### src/rtl/rx_frame_gate.sv
// Receive-side frame gate: strips preamble/SFD, enforces MIN_LEN/MAX_LEN,
// drops frames on link loss and keeps saturating good/bad frame counters.
module rx_frame_gate #(
    parameter int MIN_LEN   = 64,
    parameter int MAX_LEN   = 1518,
    parameter int CNT_WIDTH = 16
) (
    input  logic                 clk,
    input  logic                 reset,
    input  logic                 link_sync,
    input  logic [7:0]           rx_data_i,
    input  logic                 rx_ctrl_i,
    output logic [7:0]           rx_data,
    output logic                 rx_ctrl,
    output logic                 runt,
    output logic                 giant,
    output logic                 aborted,
    output logic [CNT_WIDTH-1:0] frames_ok,
    output logic [CNT_WIDTH-1:0] frames_bad
);

    localparam logic [7:0]  PRE_BYTE = 8'h55;
    localparam logic [7:0]  SFD_BYTE = 8'hD5;
    localparam logic [10:0] MIN_L    = 11'(MIN_LEN);
    localparam logic [10:0] MAX_L    = 11'(MAX_LEN);

    typedef enum logic [1:0] {IDLE, PREAMBLE, FRAME, DISCARD} state_t;

    state_t      state;
    logic [2:0]  pre_cnt;
    logic [10:0] len;

    function automatic logic [CNT_WIDTH-1:0] sat_inc(input logic [CNT_WIDTH-1:0] v);
        return (v == '1) ? v : v + 1'b1;
    endfunction

    always_ff @(posedge clk or posedge reset) begin
        if (reset) begin
            state      <= IDLE;
            pre_cnt    <= '0;
            len        <= '0;
            rx_data    <= '0;
            rx_ctrl    <= 1'b0;
            runt       <= 1'b0;
            giant      <= 1'b0;
            aborted    <= 1'b0;
            frames_ok  <= '0;
            frames_bad <= '0;
        end else begin
            rx_data <= '0;
            rx_ctrl <= 1'b0;
            runt    <= 1'b0;
            giant   <= 1'b0;
            aborted <= 1'b0;
            case (state)
                IDLE: begin
                    if (rx_ctrl_i) begin
                        if (link_sync && rx_data_i == PRE_BYTE) begin
                            state   <= PREAMBLE;
                            pre_cnt <= 3'd1;
                        end else begin
                            state      <= DISCARD;
                            aborted    <= 1'b1;
                            frames_bad <= sat_inc(frames_bad);
                        end
                    end
                end
                PREAMBLE: begin
                    // pre_cnt is always 1..7 here, so any SFD is accepted
                    if (rx_ctrl_i && link_sync && rx_data_i == SFD_BYTE) begin
                        state <= FRAME;
                        len   <= '0;
                    end else if (rx_ctrl_i && link_sync && rx_data_i == PRE_BYTE
                                 && pre_cnt != 3'd7) begin
                        pre_cnt <= pre_cnt + 3'd1;
                    end else begin
                        state      <= DISCARD;
                        aborted    <= 1'b1;
                        frames_bad <= sat_inc(frames_bad);
                    end
                end
                FRAME: begin
                    if (!rx_ctrl_i) begin
                        state <= IDLE;
                        if (len < MIN_L) begin
                            runt       <= 1'b1;
                            frames_bad <= sat_inc(frames_bad);
                        end else begin
                            frames_ok <= sat_inc(frames_ok);
                        end
                    end else if (!link_sync) begin
                        state      <= DISCARD;
                        aborted    <= 1'b1;
                        frames_bad <= sat_inc(frames_bad);
                    end else if (len == MAX_L) begin
                        // counter stops here; the over-length byte is dropped
                        state      <= DISCARD;
                        giant      <= 1'b1;
                        frames_bad <= sat_inc(frames_bad);
                    end else begin
                        len     <= len + 11'd1;
                        rx_data <= rx_data_i;
                        rx_ctrl <= 1'b1;
                    end
                end
                DISCARD: begin
                    if (!rx_ctrl_i && link_sync) state <= IDLE;
                end
                default: state <= IDLE;
            endcase
        end
    end

endmodule

### config.mk
export PLATFORM = sky130hd
export DESIGN_NAME = rx_frame_gate
export DESIGN_NICKNAME = d
export VERILOG_FILES = /design/src/rtl/rx_frame_gate.sv
export SDC_FILE = /design/constraint.sdc
export NUM_CORES = 1
export LEC_CHECK = 0
export ABC_AREA = 1
export ABC_CLOCK_PERIOD_IN_PS = 2620
export BUFFER_PORTS_ARGS = -buffer_cell sky130_fd_sc_hd__clkbuf_2
export CAP_MARGIN = 40
export CORE_MARGIN = 5
export CORE_UTILIZATION = 35
export CTS_CLUSTER_DIAMETER = 120
export DETAILED_ROUTE_END_ITERATION = 16
export GPL_ROUTABILITY_DRIVEN = 0
export HOLD_SLACK_MARGIN = 0.1
export PLACE_DENSITY = 0.56
export SYNTH_ARGS = -nofsm -noshare
export SYNTH_HDL_FRONTEND = slang
export SYNTH_SLANG_ARGS = --single-unit
export TNS_END_PERCENT = 50
### constraint.sdc
create_clock -name clk -period 2.62 [get_ports clk]
set_input_delay 0.524 -clock clk [delete_from_list [all_inputs] [get_ports clk]]
set_output_delay 0.524 -clock clk [all_outputs]
set_load 0.1 [all_outputs]
==> key figures <==
Global route
  – Largest net degree at the start of global routing: 33
  – First-pass GRT wire length: 13.3 mm
  – GRT overflow: 0
  – Total track usage: 14.0%
  – Initial antenna violation count: 0
  – Vias in the first global route: 2907

Place
  – Pre-CTS WS: 0.512 ns
  – Hpwl dp: 5.70 mm
  – Buffers on Ports: 55
  – Placed cell count: 610

Clock network
  – Post-CTS setup buffers: 0
  – CTS H-tree depth: 3
  – Worst-path clk slew: 0.07 ns
  – CTS tree: yes
  – Clock buffer depth: 2
  – CTS buffer count: 9
  – Clock sink count: 60
  – # hold bufs at CTS: 0
  – Worst-Skew Late Latency: 0.33 ns
  – CTS resizes: 0
  – Clock root cell: clkbuf_8

Route
  – Vias post-DR: 2981
  – Per-cell routed wire length: 12.4 um
  – First-pass DRT Iterations: 5
  – Number of remaining DRC errors: 0
  – Post-DRT Antenna Nets: 0
  – Via-per-instance ratio: 4.76
  – Initial DRC count: 118
  – Detailed-route wire length: 7.76 mm

Synthesis
  – Most frequent cells after synthesis: nand2_1 (140), dfrtp_1 (60), nor2_1 (48)
  – FF+latch count, synth: 60
  – Synth Flop Type: dfrtp_1
  – Yosys top cell area share: 44.9%
  – Cells after Synth: 431
  – Syn Nets: 449
  – Seq/Total Area, Yosys: 44.9%
  – Most frequent cell after synthesis: nand2_1
  – Cell variety after synth: 30
  – Fraction of registers with async set/reset: 100%
  – Main area contributors after synthesis: dfrtp_1 (45%), nand2_1 (16%), nor2_1 (5.4%)
  – Mapped Area: 3340 sq um
  – Area leader, netlist: dfrtp_1
  – Mean Syn Cell Area: 7.75 sq um
  – Synth warn: 0
  – Post-synth EDFFs: 0

Status
  – Status: finished, final reports clean

Die
  – Io pins: 56
  – Die area: 11600 sq um
  – Total core area: 9280 sq um
  – Die Wd: 108 um
  – Initial cell density of the core: 36.0%
  – Rows: 35
  – Chip Height: 108 um

STA
  – Final setup fails: 0
  – Worst Hold Slack: 0.261 ns
  – Pins Over Slew Limit: 0
  – RSZ-0062 raised after global routing: false
  – Max-slew headroom: 57.9%
  – PnR worst setup slack: 0.510 ns
  – Final Hold Viols: 0
  – Minimum clock period: 2.11 ns
  – Final Cycle Share: 80.6%
  – Clk_skew: 0.0139 ns
  – Worst-Margin Slew: 0.631 ns
  – Setup TNS Final: 0 ns
  – F_max: 474 MHz

Finish
  – Area of the multi-input gates: 1630 sq um
  – Fin cells: 626
  – # nets final: 510
  – Util after Layout: 42.8%
  – Share of post-route cells with drive strength above 1: 17.5%
  – Synth-to-Final Area Change: 19.0%
  – # diodes: 0
  – Register area: 1500 sq um
  – # fillers: 980

Job
  – Max Cap Violations: 0

Worst setup path
  – CP Data Required Time: 2.83 ns
  – Worst-case register-to-register setup slack: 0.51 ns
  – Startpoint types: flip-flop
  – RR Startpoint: len[0]
  – Crit Path Category: reg -> reg
  – Critical path endpoint category: flip-flop
  – Reg2reg end: frames_bad[8]
  – Arr. time, crit path: 2.32 ns
  – Worst R2R Path Depth: 11
  – CP Max Fanout: 18

Power
  – Pwr/cell area: 985 nW/um^2
  – Maximum vdd drop: 707 uV
  – Leakage: 2.01 nW

Hold path
  – Min-Delay Path Class: in -> async
report_power, final:
| part | leakage [nW] | switching, mW | internal, mW |
|---|---|---|---|
| sequential | 0.798 | 0.204 | 1.11 |
| combinational | 1.11 | 1.32 | 0.352 |
| clock | 0.107 | 0.365 | 0.561 |
worst max-delay path, cell delays in order (launching register included):
cell	delay (ns)
dfrtp_1	0.41
inv_1	0.10
ha_1	0.15
nand2_1	0.05
nor2_1	0.14
nand3_2	0.12
nand2_4	0.21
nand2_4	0.10
nor2_8	0.27
nand3_4	0.25
nand2_1	0.12
nand2_1	0.06
worst max path at each step:
stage,end,depth (start not counted),from
floorplan,frames_bad[2],10,frames_bad[0]
global placement,frames_bad[9],11,len[0]
detailed placement,frames_bad[8],11,len[0]
CTS,frames_bad[8],11,len[0]
global route,frames_bad[9],11,len[0]
finish,frames_bad[8],11,len[0]
sequential cells by signal, indices dropped and copies added (netlist names), 2 cells and up:
register,cells
pre_cnt,3
frames_ok,16
len,11
rx_data,8
frames_bad,16
state,2
placed cells by master, fill, tap and decap left out, types with 6 or more instances in the layout:
cell type  Yosys  final
nand2_1      140    140
dfrtp_1       60     60
clkbuf_2       0     55
nor2_1        48     48
inv_1         42     41
nand4_1       25     25
nand3_1       21     21
o21ai_0       16     16
xor2_1        15     15
xnor2_1       13     13
clkbuf_8       0     10
nor3_1         7      7
ha_1           6      6
cell type report:
cell class | instances | share of cell area [%]
Tap cell | 129 | 4.06
Inverter | 43 | 4.06
Multi-Input combinational cell | 321 | 41.0
Clock inverter | 4 | 1.83
Timing Repair Buffer | 57 | 7.62
Clock buffer | 12 | 3.65
Sequential cell | 60 | 37.8
cell families after synthesis:
group,share of synthesized area [%]
buffers and inverters,6.29
adders and majority gates,2.25
DFF,44.9
and+or+nand+nor,33.9
xor gates and xnor gates,7.34
AOI/OAI and AO/OA,5.24
metal layers:
layer	wire [um]	GRT usage [%]	vias to the layer above	share of wire (%)
li1	-	-	1512	-
met1	3510	17.5	1390	45
met2	3770	23.6	66	49
met3	347	3.12	13	4.5
met4	125	5.23	0	1.6
met5	0	0	-	0
stage by stage:
step,power [mW],area [sq um]
5_1_grt,4.16,3970
6_report,3.91,3970
3_5_place_dp,3.01,3760
4_1_cts,3.95,3970
3_3_place_gp,2.98,3760
2_1_floorplan,2.73,3340
Note: power is estimated with default switching activity, not from simulation.
